[src/rtl/led_matrix_pkg.sv]
`default_nettype none
// +----------------------------------------------------------------------------+
// | Module      : led_matrix_pkg                                               |
// | Description : Shared constants, FSM encoding and width helpers for the     |
// |               LED matrix row fetch path.                                   |
// | Revision    : 1.0 - initial release                                        |
// +----------------------------------------------------------------------------+
package led_matrix_pkg;

    localparam int c_DEF_ADDRESS_WIDTH   = 25;
    localparam int c_DEF_DATA_WIDTH      = 16;
    localparam int c_DEF_COLS            = 64;
    localparam int c_DEF_ROWS            = 32;
    localparam int c_DEF_FRAME_BASE0     = 0;
    localparam int c_DEF_FRAME_BASE1     = 2048;
    localparam int c_DEF_MAX_OUTSTANDING = 4;

    localparam int c_STATE_W = 2;
    localparam logic [c_STATE_W-1:0] c_ST_IDLE  = 2'd0;
    localparam logic [c_STATE_W-1:0] c_ST_ISSUE = 2'd1;
    localparam logic [c_STATE_W-1:0] c_ST_DRAIN = 2'd2;
    localparam logic [c_STATE_W-1:0] c_ST_DONE  = 2'd3;

    // Index width for a table of n entries; never narrower than one bit.
    function automatic int idx_width(input int n);
        return (n > 1) ? $clog2(n) : 1;
    endfunction

    // Width of a counter that must be able to hold the value n itself.
    function automatic int cnt_width(input int n);
        return $clog2(n + 1);
    endfunction

endpackage
`default_nettype wire

[src/rtl/line_buffer_pingpong.sv]
`default_nettype none
// +----------------------------------------------------------------------------+
// | Module      : line_buffer_pingpong                                         |
// | Description : Two-bank COLS x DATA_WIDTH line RAM, one write port and one  |
// |               registered read port.                                        |
// | Revision    : 1.0 - initial release                                        |
// +----------------------------------------------------------------------------+
module line_buffer_pingpong
    import led_matrix_pkg::*;
#(
    parameter int DATA_WIDTH = c_DEF_DATA_WIDTH,
    parameter int COLS       = c_DEF_COLS
) (
    input  logic                        clk,
    input  logic                        wr_en,
    input  logic                        wr_bank,
    input  logic [idx_width(COLS)-1:0]  wr_addr,
    input  logic [DATA_WIDTH-1:0]       wr_data,
    input  logic                        rd_bank,
    input  logic [idx_width(COLS)-1:0]  rd_addr,
    output logic [DATA_WIDTH-1:0]       rd_data
);

    logic [DATA_WIDTH-1:0] r_mem [2][COLS];
    logic [DATA_WIDTH-1:0] r_rd_data;

    // No reset on the array or read register so the storage maps onto block RAM.
    always_ff @(posedge clk) begin
        if (wr_en) begin
            r_mem[wr_bank][wr_addr] <= wr_data;
        end
        r_rd_data <= r_mem[rd_bank][rd_addr];
    end

    assign rd_data = r_rd_data;

endmodule
`default_nettype wire

[src/rtl/matrix_row_fetcher.sv]
`default_nettype none
// +----------------------------------------------------------------------------+
// | Module      : matrix_row_fetcher                                           |
// | Description : Fetches one pixel row from memory through an arbiter port    |
// |               into a ping-pong line buffer for the display side.           |
// | Revision    : 1.0 - initial release                                        |
// +----------------------------------------------------------------------------+
module matrix_row_fetcher
    import led_matrix_pkg::*;
#(
    parameter int ADDRESS_WIDTH   = c_DEF_ADDRESS_WIDTH,
    parameter int DATA_WIDTH      = c_DEF_DATA_WIDTH,
    parameter int COLS            = c_DEF_COLS,
    parameter int ROWS            = c_DEF_ROWS,
    parameter int FRAME_BASE0     = c_DEF_FRAME_BASE0,
    parameter int FRAME_BASE1     = c_DEF_FRAME_BASE1,
    parameter int MAX_OUTSTANDING = c_DEF_MAX_OUTSTANDING
) (
    input  logic                        clk,
    input  logic                        reset_n,
    input  logic                        start_row,
    input  logic [idx_width(ROWS)-1:0]  row_index,
    input  logic                        frame_sel,
    output logic [ADDRESS_WIDTH-1:0]    req_address,
    output logic                        req_wr,
    output logic                        req_valid,
    input  logic                        req_fifo_full,
    input  logic [DATA_WIDTH-1:0]       rsp_data,
    input  logic                        rsp_valid,
    input  logic [idx_width(COLS)-1:0]  line_rd_addr,
    output logic [DATA_WIDTH-1:0]       line_rd_data,
    output logic                        busy,
    output logic                        done,
    output logic                        line_bank,
    output logic                        rsp_error
);

    localparam int c_ROW_W = idx_width(ROWS);
    localparam int c_COL_W = idx_width(COLS);
    localparam int c_CNT_W = cnt_width(COLS);
    localparam int c_OUT_W = cnt_width(MAX_OUTSTANDING);

    localparam logic [c_CNT_W-1:0]       c_COLS_CNT  = c_CNT_W'(COLS);
    localparam logic [c_CNT_W-1:0]       c_LAST_CNT  = c_CNT_W'(COLS - 1);
    localparam logic [c_OUT_W-1:0]       c_MAX_OUT   = c_OUT_W'(MAX_OUTSTANDING);
    localparam logic [ADDRESS_WIDTH-1:0] c_BASE0     = ADDRESS_WIDTH'(FRAME_BASE0);
    localparam logic [ADDRESS_WIDTH-1:0] c_BASE1     = ADDRESS_WIDTH'(FRAME_BASE1);
    localparam logic [ADDRESS_WIDTH-1:0] c_COLS_ADDR = ADDRESS_WIDTH'(COLS);

    logic [c_STATE_W-1:0]     r_state;
    logic [c_STATE_W-1:0]     w_state_next;
    logic [c_ROW_W-1:0]       r_row;
    logic                     r_frame;
    logic [c_CNT_W-1:0]       r_issued;
    logic [c_CNT_W-1:0]       r_resp_cnt;
    logic [c_OUT_W-1:0]       r_outstanding;
    logic                     r_line_bank;
    logic                     r_rsp_error;

    logic                     w_start;
    logic                     w_issue;
    logic                     w_in_row;
    logic                     w_rsp_accept;
    logic                     w_rsp_stray;
    logic                     w_last_issue;
    logic                     w_last_rsp;
    logic [ADDRESS_WIDTH-1:0] w_row_addr;

    assign w_start      = (r_state == c_ST_IDLE) && start_row;
    assign w_issue      = (r_state == c_ST_ISSUE) && !req_fifo_full &&
                          (r_outstanding < c_MAX_OUT) && (r_issued < c_COLS_CNT);
    // A response only belongs to the row when something is actually in flight.
    assign w_in_row     = ((r_state == c_ST_ISSUE) || (r_state == c_ST_DRAIN)) &&
                          (r_outstanding != '0);
    assign w_rsp_accept = rsp_valid && w_in_row;
    assign w_rsp_stray  = rsp_valid && !w_in_row;
    assign w_last_issue = w_issue && (r_issued == c_LAST_CNT);
    assign w_last_rsp   = w_rsp_accept && (r_resp_cnt == c_LAST_CNT);
    assign w_row_addr   = (r_frame ? c_BASE1 : c_BASE0) +
                          ADDRESS_WIDTH'(r_row) * c_COLS_ADDR;

    always_ff @(posedge clk or negedge reset_n) begin
        if (!reset_n) begin
            r_state <= c_ST_IDLE;
        end else begin
            r_state <= w_state_next;
        end
    end

    always_comb begin
        w_state_next = r_state;
        case (r_state)
            c_ST_IDLE:  if (start_row)    w_state_next = c_ST_ISSUE;
            c_ST_ISSUE: if (w_last_issue) w_state_next = c_ST_DRAIN;
            c_ST_DRAIN: if (w_last_rsp || (r_resp_cnt == c_COLS_CNT))
                                          w_state_next = c_ST_DONE;
            c_ST_DONE:                    w_state_next = c_ST_IDLE;
            default:                      w_state_next = c_ST_IDLE;
        endcase
    end

    always_comb begin
        req_valid   = w_issue;
        req_wr      = 1'b0;
        req_address = '0;
        if (w_issue) begin
            req_address = w_row_addr + ADDRESS_WIDTH'(r_issued);
        end
        busy      = (r_state != c_ST_IDLE);
        done      = (r_state == c_ST_DONE);
        line_bank = r_line_bank;
        rsp_error = r_rsp_error;
    end

    always_ff @(posedge clk or negedge reset_n) begin
        if (!reset_n) begin
            r_row         <= '0;
            r_frame       <= 1'b0;
            r_issued      <= '0;
            r_resp_cnt    <= '0;
            r_outstanding <= '0;
            r_line_bank   <= 1'b0;
            r_rsp_error   <= 1'b0;
        end else begin
            if (w_start) begin
                r_row      <= row_index;
                r_frame    <= frame_sel;
                r_issued   <= '0;
                r_resp_cnt <= '0;
            end else begin
                if (w_issue) begin
                    r_issued <= r_issued + 1'b1;
                end
                if (w_rsp_accept) begin
                    r_resp_cnt <= r_resp_cnt + 1'b1;
                end
            end

            case ({w_issue, w_rsp_accept})
                2'b10:   r_outstanding <= r_outstanding + 1'b1;
                2'b01:   r_outstanding <= r_outstanding - 1'b1;
                default: r_outstanding <= r_outstanding;
            endcase

            // Swap banks as the row completes so the freshly filled one goes live.
            if (r_state == c_ST_DONE) begin
                r_line_bank <= ~r_line_bank;
            end
            if (w_rsp_stray) begin
                r_rsp_error <= 1'b1;
            end
        end
    end

    line_buffer_pingpong #(
        .DATA_WIDTH (DATA_WIDTH),
        .COLS       (COLS)
    ) u_line_buffer (
        .clk     (clk),
        .wr_en   (w_rsp_accept),
        .wr_bank (~r_line_bank),
        .wr_addr (r_resp_cnt[c_COL_W-1:0]),
        .wr_data (rsp_data),
        .rd_bank (r_line_bank),
        .rd_addr (line_rd_addr),
        .rd_data (line_rd_data)
    );

endmodule
`default_nettype wire

[config.mk]
export PLATFORM = sky130hd
export DESIGN_NAME = matrix_row_fetcher
export DESIGN_NICKNAME = d
export VERILOG_FILES = /design/src/rtl/led_matrix_pkg.sv /design/src/rtl/line_buffer_pingpong.sv /design/src/rtl/matrix_row_fetcher.sv
export SDC_FILE = /design/constraint.sdc
export NUM_CORES = 2
export LEC_CHECK = 0
export CORE_UTILIZATION = 62
export CTS_BUF_LIST = sky130_fd_sc_hd__clkbuf_16
export CTS_CLUSTER_DIAMETER = 80
export CTS_CLUSTER_SIZE = 28
export DETAILED_ROUTE_END_ITERATION = 16
export PLACE_DENSITY_LB_ADDON = 0.15
export SLEW_MARGIN = 30
export SYNTH_ARGS = -nofsm -noshare
export SYNTH_HDL_FRONTEND = slang
export SYNTH_SLANG_ARGS = --single-unit
[constraint.sdc]
create_clock -name clk -period 3.7 [get_ports clk]
set_input_delay 0.74 -clock clk [delete_from_list [all_inputs] [get_ports clk]]
set_output_delay 0.74 -clock clk [all_outputs]
set_load 0.01 [all_outputs]
# Yosys cells after proc, flatten, opt, wreduce, memory -nomap -nowiden
# Memories as Yosys holds them, arrays and structs flattened.
# Cells that the tools add are included.
[totals]
wordCells = 74
ramBits = 2048
register_bits = 43
inputBits = 33
mem_count = 1
[mem_list]
columns = ["name", "words", "word_bits", "rd", "rd_clocked_by_memory_dff", "write_ports", "line_no", "rtl"]
rows = [
  ["u_line_buffer.r_mem", 2, 1024, 1, 0, 1, "line_buffer_pingpong.sv:24", "logic [DATA_WIDTH-1:0] r_mem [2][COLS];"],
]
[classes]
addsub = 6
n_reduce_logical = 21
bitwise_logic = 3
mux = 18
n_lt_le_gt_ge = 5
eq_ne = 11
[op_table]
columns = ["op", "n"]
rows = [
  ["1024-bit two-way mux", 1],
  ["16-bit binary-select mux with 6-bit select", 1],
  ["16-bit demux with 6-bit select", 1],
  ["16-bit two-way mux", 3],
  ["7-bit two-way mux", 4],
  ["13-bit by 7-bit adder with 14-bit output", 1],
  ["7-bit by 1-bit adder with 7-bit output, second input constant", 2],
  ["7-bit by 6-bit == test with 1-bit output, second input constant", 2],
  ["7-bit greater-or-equal comparator, second input constant", 2],
  ["14-bit two-way mux", 1],
  ["6-bit inverter with 7-bit output", 2],
  ["12-bit by 11-bit adder with 13-bit output", 1],
  ["12-bit two-way mux", 1],
  ["1-bit logical AND", 10],
  ["2-bit one-hot mux with 4 select lines", 1],
  ["2-bit nonzero test", 4],
  ["7-bit == test, second input constant", 1],
  ["7-bit by 1-bit less-than comparator with 1-bit output, second input constant", 1],
  ["7-bit less-than comparator, second input constant", 1],
  ["2-bit == test, second input constant", 3],
  ["2-bit two-way mux", 3],
  ["3-bit one-hot mux with 2 select lines", 1],
  ["2-bit by 1-bit == test with 1-bit output, second input constant", 2],
  ["2-bit != test, second input constant", 2],
  ["11 further kinds", 13],
]

# Longest topological paths before layout
[logic_depth]
ltp_word = 8
mapped_depth = 10
depth_no_buf = 9

# Modules after synthesis
# A second synthesis with hierarchy kept.
[unflattened]
cells_unflattened = 3258
hier_area_um2 = 80184.4
[modules_own_cells]
columns = ["module", "seq_area_each_um2", "cells_each", "instances", "area_per_inst_um2"]
rows = [
  ["line_buffer_pingpong", 61819.3, 3091, 1, 78540.3],
  ["matrix_row_fetcher", 675.6, 167, 1, 1644.1],
]

# Least setup slack after synthesis
# No wires, ideal clock.
[synth_path]
path_type = "in2reg"
startpoint = "in line_rd_addr[1]"
endpoint = "reg u_line_buffer.r_rd_data[10] (netlist: u_line_buffer.rd_data[10])"
required_ns = 3.579
slack_ns = 0.486
stages = 7
n_path_buf = 3
t_arrival_ns = 3.093
setup_ns = 0.121
cell_sequence = "clkbuf_1 -> clkbuf_1 -> buf_1 -> mux4_2 -> mux4_2 -> mux4_2 -> mux2_2"
[synth_via]
elab_chain_len = 4
[synth_lines]
columns = ["item", "line_no", "rtl"]
rows = [
  ["start: declaration", "matrix_row_fetcher.sv:30", "input logic [idx_width(COLS)-1:0] line_rd_addr,"],
  ["6-bit inverter with 7-bit output (implied by the code)", "line_buffer_pingpong.sv:32", "r_rd_data <= r_mem[rd_bank][rd_addr];"],
  ["16-bit binary-select mux with 6-bit select", "line_buffer_pingpong.sv:32", ""],
  ["16-bit two-way mux (implied by the code) (2 in a row)", "line_buffer_pingpong.sv:32", ""],
  ["end signal: assignment", "line_buffer_pingpong.sv:32", ""],
  ["end: declaration", "line_buffer_pingpong.sv:25", "logic [DATA_WIDTH-1:0] r_rd_data;"],
]
# No other way between the ends. The select of a mux whose other input is x is not followed.
# A chain may end at the register's enable or synchronous reset.

# Final worst setup path
[layout_path]
startpoint = "reg r_state[1]"
endpoint = "out req_address[10]"
[layout_via]
elab_chain_len = 5
[layout_lines]
columns = ["item", "line_no", "rtl"]
rows = [
  ["start: declaration", "matrix_row_fetcher.sv:50", "logic [c_STATE_W-1:0] r_state;"],
  ["start signal: assignment", "matrix_row_fetcher.sv:84", "r_state <= c_ST_IDLE;"],
  ["start signal: assignment", "matrix_row_fetcher.sv:86", "r_state <= w_state_next;"],
  ["2-bit by 1-bit == test with 1-bit output", "matrix_row_fetcher.sv:70", "assign w_issue = (r_state == c_ST_ISSUE) && !req_fifo_full &&"],
  ["1-bit logical AND (2 in a row)", "matrix_row_fetcher.sv:70", ""],
  ["1-bit logical AND", "matrix_row_fetcher.sv:71", "(r_outstanding < c_MAX_OUT) && (r_issued < c_COLS_CNT);"],
  ["14-bit two-way mux", "matrix_row_fetcher.sv:106", "if (w_issue) begin"],
  ["end: declaration", "matrix_row_fetcher.sv:24", "output logic [ADDRESS_WIDTH-1:0] req_address,"],
]
# No other way between the ends.

==> results.sh <==
export IMPL_fin_total_pwr_mw=39.20
export IMPL_worst_skew_pair_late_latency_ps=730
export IMPL_dp_hpwl_um=109300
export IMPL_critPathMaxFanout=6
export IMPL_cts_max_level=3
export IMPL_rsz0062_at_grt="yes"
export IMPL_design_area_mm2=0.08754
export IMPL_critPathKind="flip-flop to output port"
export IMPL_synthTopCellsByArea="edfxtp_1 77%, mux4_2 19%, dfrtp_1 0.84%, nor2_1 0.72%, clkbuf_1 0.46%"
export IMPL_cts_tree="done"
export IMPL_use_met3_pct=7.424
export IMPL_nets=3555
export IMPL_grt_pass1_wl_um=257600
export IMPL_via_count=35760
export IMPL_ios=80
export IMPL_fmax_mhz=277.1
export IMPL_die_x_um=361.3
export IMPL_whs_ps=288.2
export IMPL_gp_congestion=0.8383
export IMPL_synthDistinctLibCells=37
export IMPL_die_h_um=361.3
export IMPL_place_area_mm2=0.08480
export IMPL_final_common_cell="edfxtp_1"
export IMPL_failed_checks="antenna rules"
export IMPL_synth_warnings=0
export IMPL_cts_buffer_depth=3
export IMPL_met2_usage_pct=44.14
export IMPL_drc=0
export IMPL_drt_iter0_drc=4835
export IMPL_hold_viol=0
export IMPL_dp_cells=5080
export IMPL_area_growth_syn_to_layout_pct=9.345
export IMPL_synthCells=3244
export IMPL_numCtsBuffers=89
export IMPL_skew_ps=27.25
export IMPL_io_buffers=66
export IMPL_dpl_worst_slack_ps=134.0
export IMPL_min_period_ps=3608
export IMPL_rows=131
export IMPL_power_leakage_nw=26.73
export IMPL_cap_violations=0
export IMPL_viasPerCell=6.826
export IMPL_cts_root_buf="clkbuf_16"
export IMPL_r2r_slack_ps=280
export IMPL_antenna_left=1
export IMPL_grt_busiest_layer="met2"
export IMPL_core_mm2=0.1278
export IMPL_start_util_pct=62.62
export IMPL_end_kind="output port"
export IMPL_grt_max_degree=129
export IMPL_ir_drop_mv=0.3518
export IMPL_tightest_slew_ps=941.2
export IMPL_wl_per_cell_um=34.24
export IMPL_met1_usage_pct=40.37
export IMPL_wl_um=179300
export IMPL_crit_required_ps=2960
export IMPL_synth_area_per_cell_um2=24.68
export IMPL_layout_cells_non_filler=5238
export IMPL_status="finished, violations left"
export IMPL_period_share_pct=97.52
export IMPL_finalSetupTns_ps=0
export IMPL_slew_violations=0
export IMPL_grt_ovfl_total=0
export IMPL_clk_transition_reported_paths_ps=110
export IMPL_relSlewSlack_pct=37.25
export IMPL_crit_arrival_ps=2870
export IMPL_seq_area_frac_synth_pct=78.06
export IMPL_grt_pass1_vias=36320
export IMPL_setup_viol=0
export IMPL_layout_common_cells="2048 x edfxtp_1, 672 x mux4_2, 235 x buf_4"
export IMPL_synth_top_cell_by_area="edfxtp_1"
export IMPL_synth_area_mm2=0.08006
export IMPL_hp_class="input pin to flip-flop"
export IMPL_die_area_mm2=0.1306
export IMPL_first_pass_iters=6
export IMPL_grt_util_all_layers_pct=28.10
export IMPL_p_per_area_mw_per_mm2=447.8
export IMPL_synth_seq_cells=2091
export IMPL_synth_top_area_share_pct=76.82
export IMPL_drive_gt1_share_pct=31.22
export IMPL_post_route_util_pct=68.47
export IMPL_cts_sinks=2091
export IMPL_startpoint_type="flip-flop"
export IMPL_postLayoutSetupSlackWorst_ps=91.82
export IMPL_antenna_found_initial=15
cell usage after synthesis, drive strengths merged:
cell type / instances
edfxtp: 2048
mux4: 672
nor2: 154
clkbuf: 99
buf: 84
dfrtp: 27
nand2: 24
mux2: 22
dfxtp: 16
inv: 13
nand3: 12
ha: 11
xor2: 11
and2: 10
xnor2: 7
nand4: 5
nor2b: 5
a21oi: 4
o21ai: 3
nor4: 2
a21o: 1
a221oi: 1
a41oi: 1
and3: 1
and4: 1
and4b: 1
conb: 1
fa: 1
mux2i: 1
nand2b: 1
nor3: 1
o311a: 1
o31ai: 1
or3: 1
or4b: 1
registers in the layout (all words and copies together) (netlist names):
name	flops
line_bank	1
r_frame	1
r_issued	7
r_outstanding	3
r_resp_cnt	7
r_row	5
r_state	2
rsp_error	1
u_line_buffer.r_mem	2048
u_line_buffer.rd_data	16
where the power goes:
part	total [mW]	internal, mW	switching (mW)
logic	1.55	0.583	0.972
registers	26.0	26.0	0.0363
clock network	11.6	4.68	6.95
worst paths after layout:
kind / startpoint / end / cells past startpoint
worst min register to register: rsp_error$_DFFE_PN0P_ / rsp_error$_DFFE_PN0P_ / 1
max in group asynchronous: reset_n / r_resp_cnt[3]$_DFFE_PN0P_ / 3
worst max-delay path: r_state[1]$_DFFE_PN0P_ / req_address[10] / 6
min in group asynchronous: reset_n / r_issued[1]$_DFFE_PN0P_ / 2
worst min-delay path: rsp_data[8] / u_line_buffer.r_mem[1][360]$_DFFE_PP_ / 1
worst max register to register: line_bank$_DFFE_PN0P_ / u_line_buffer.rd_data[6]$_DFF_P_ / 6
repair_timing:
item                                    CTS  global route
buffers inserted                          0             0
gates cloned                              0             0
hold buffers                              0             1
endpoints found under the hold margin     0            20
endpoints found under the setup margin   14             4
gates resized for setup                   3             3
area by class of cell:
type / instances / area, um^2
diodes: 8 / 20.02
clock buffers: 93 / 2327
clock inverters: 56 / 342.8
fillers: 7517 / 40310
inverters: 13 / 48.80
multi-input cells: 969 / 16760
flip-flops and latches: 2091 / 62500
well taps: 1662 / 2079
repair buffers: 346 / 3458
routing by layer:
metal  vias up  share of wire, %
met5         -             0.015
met4         4               2.3
met2      1852                49
met1     19340                39
li1      14370                 -
met3       191                10
kinds of logic (layout without fill, tap and decap cells):
| kind of cell | count (synthesis) | after routing | share of synthesized area, % |
|---|---|---|---|
| other | 1 | 21 | 0.004684 |
| adder cells (fa/ha/maj) | 12 | 12 | 0.1969 |
| AND/OR/NAND/NOR | 219 | 219 | 1.147 |
| AO/OA/AOI/OAI | 12 | 12 | 0.09691 |
| flip-flops | 2091 | 2091 | 78.06 |
| XOR/XNOR | 18 | 18 | 0.1969 |
| multiplexers | 695 | 695 | 19.23 |
| buffers and inverters | 196 | 508 | 1.067 |
critical path, stage by stage (launching register included):
cell,delay (ps)
dfrtp_1,430
inv_1,120
ha_1,210
or4b_4,530
buf_4,180
nor2_1,130
clkdlybuf4s50_1,550
Note: power is estimated with default switching activity, not from simulation.
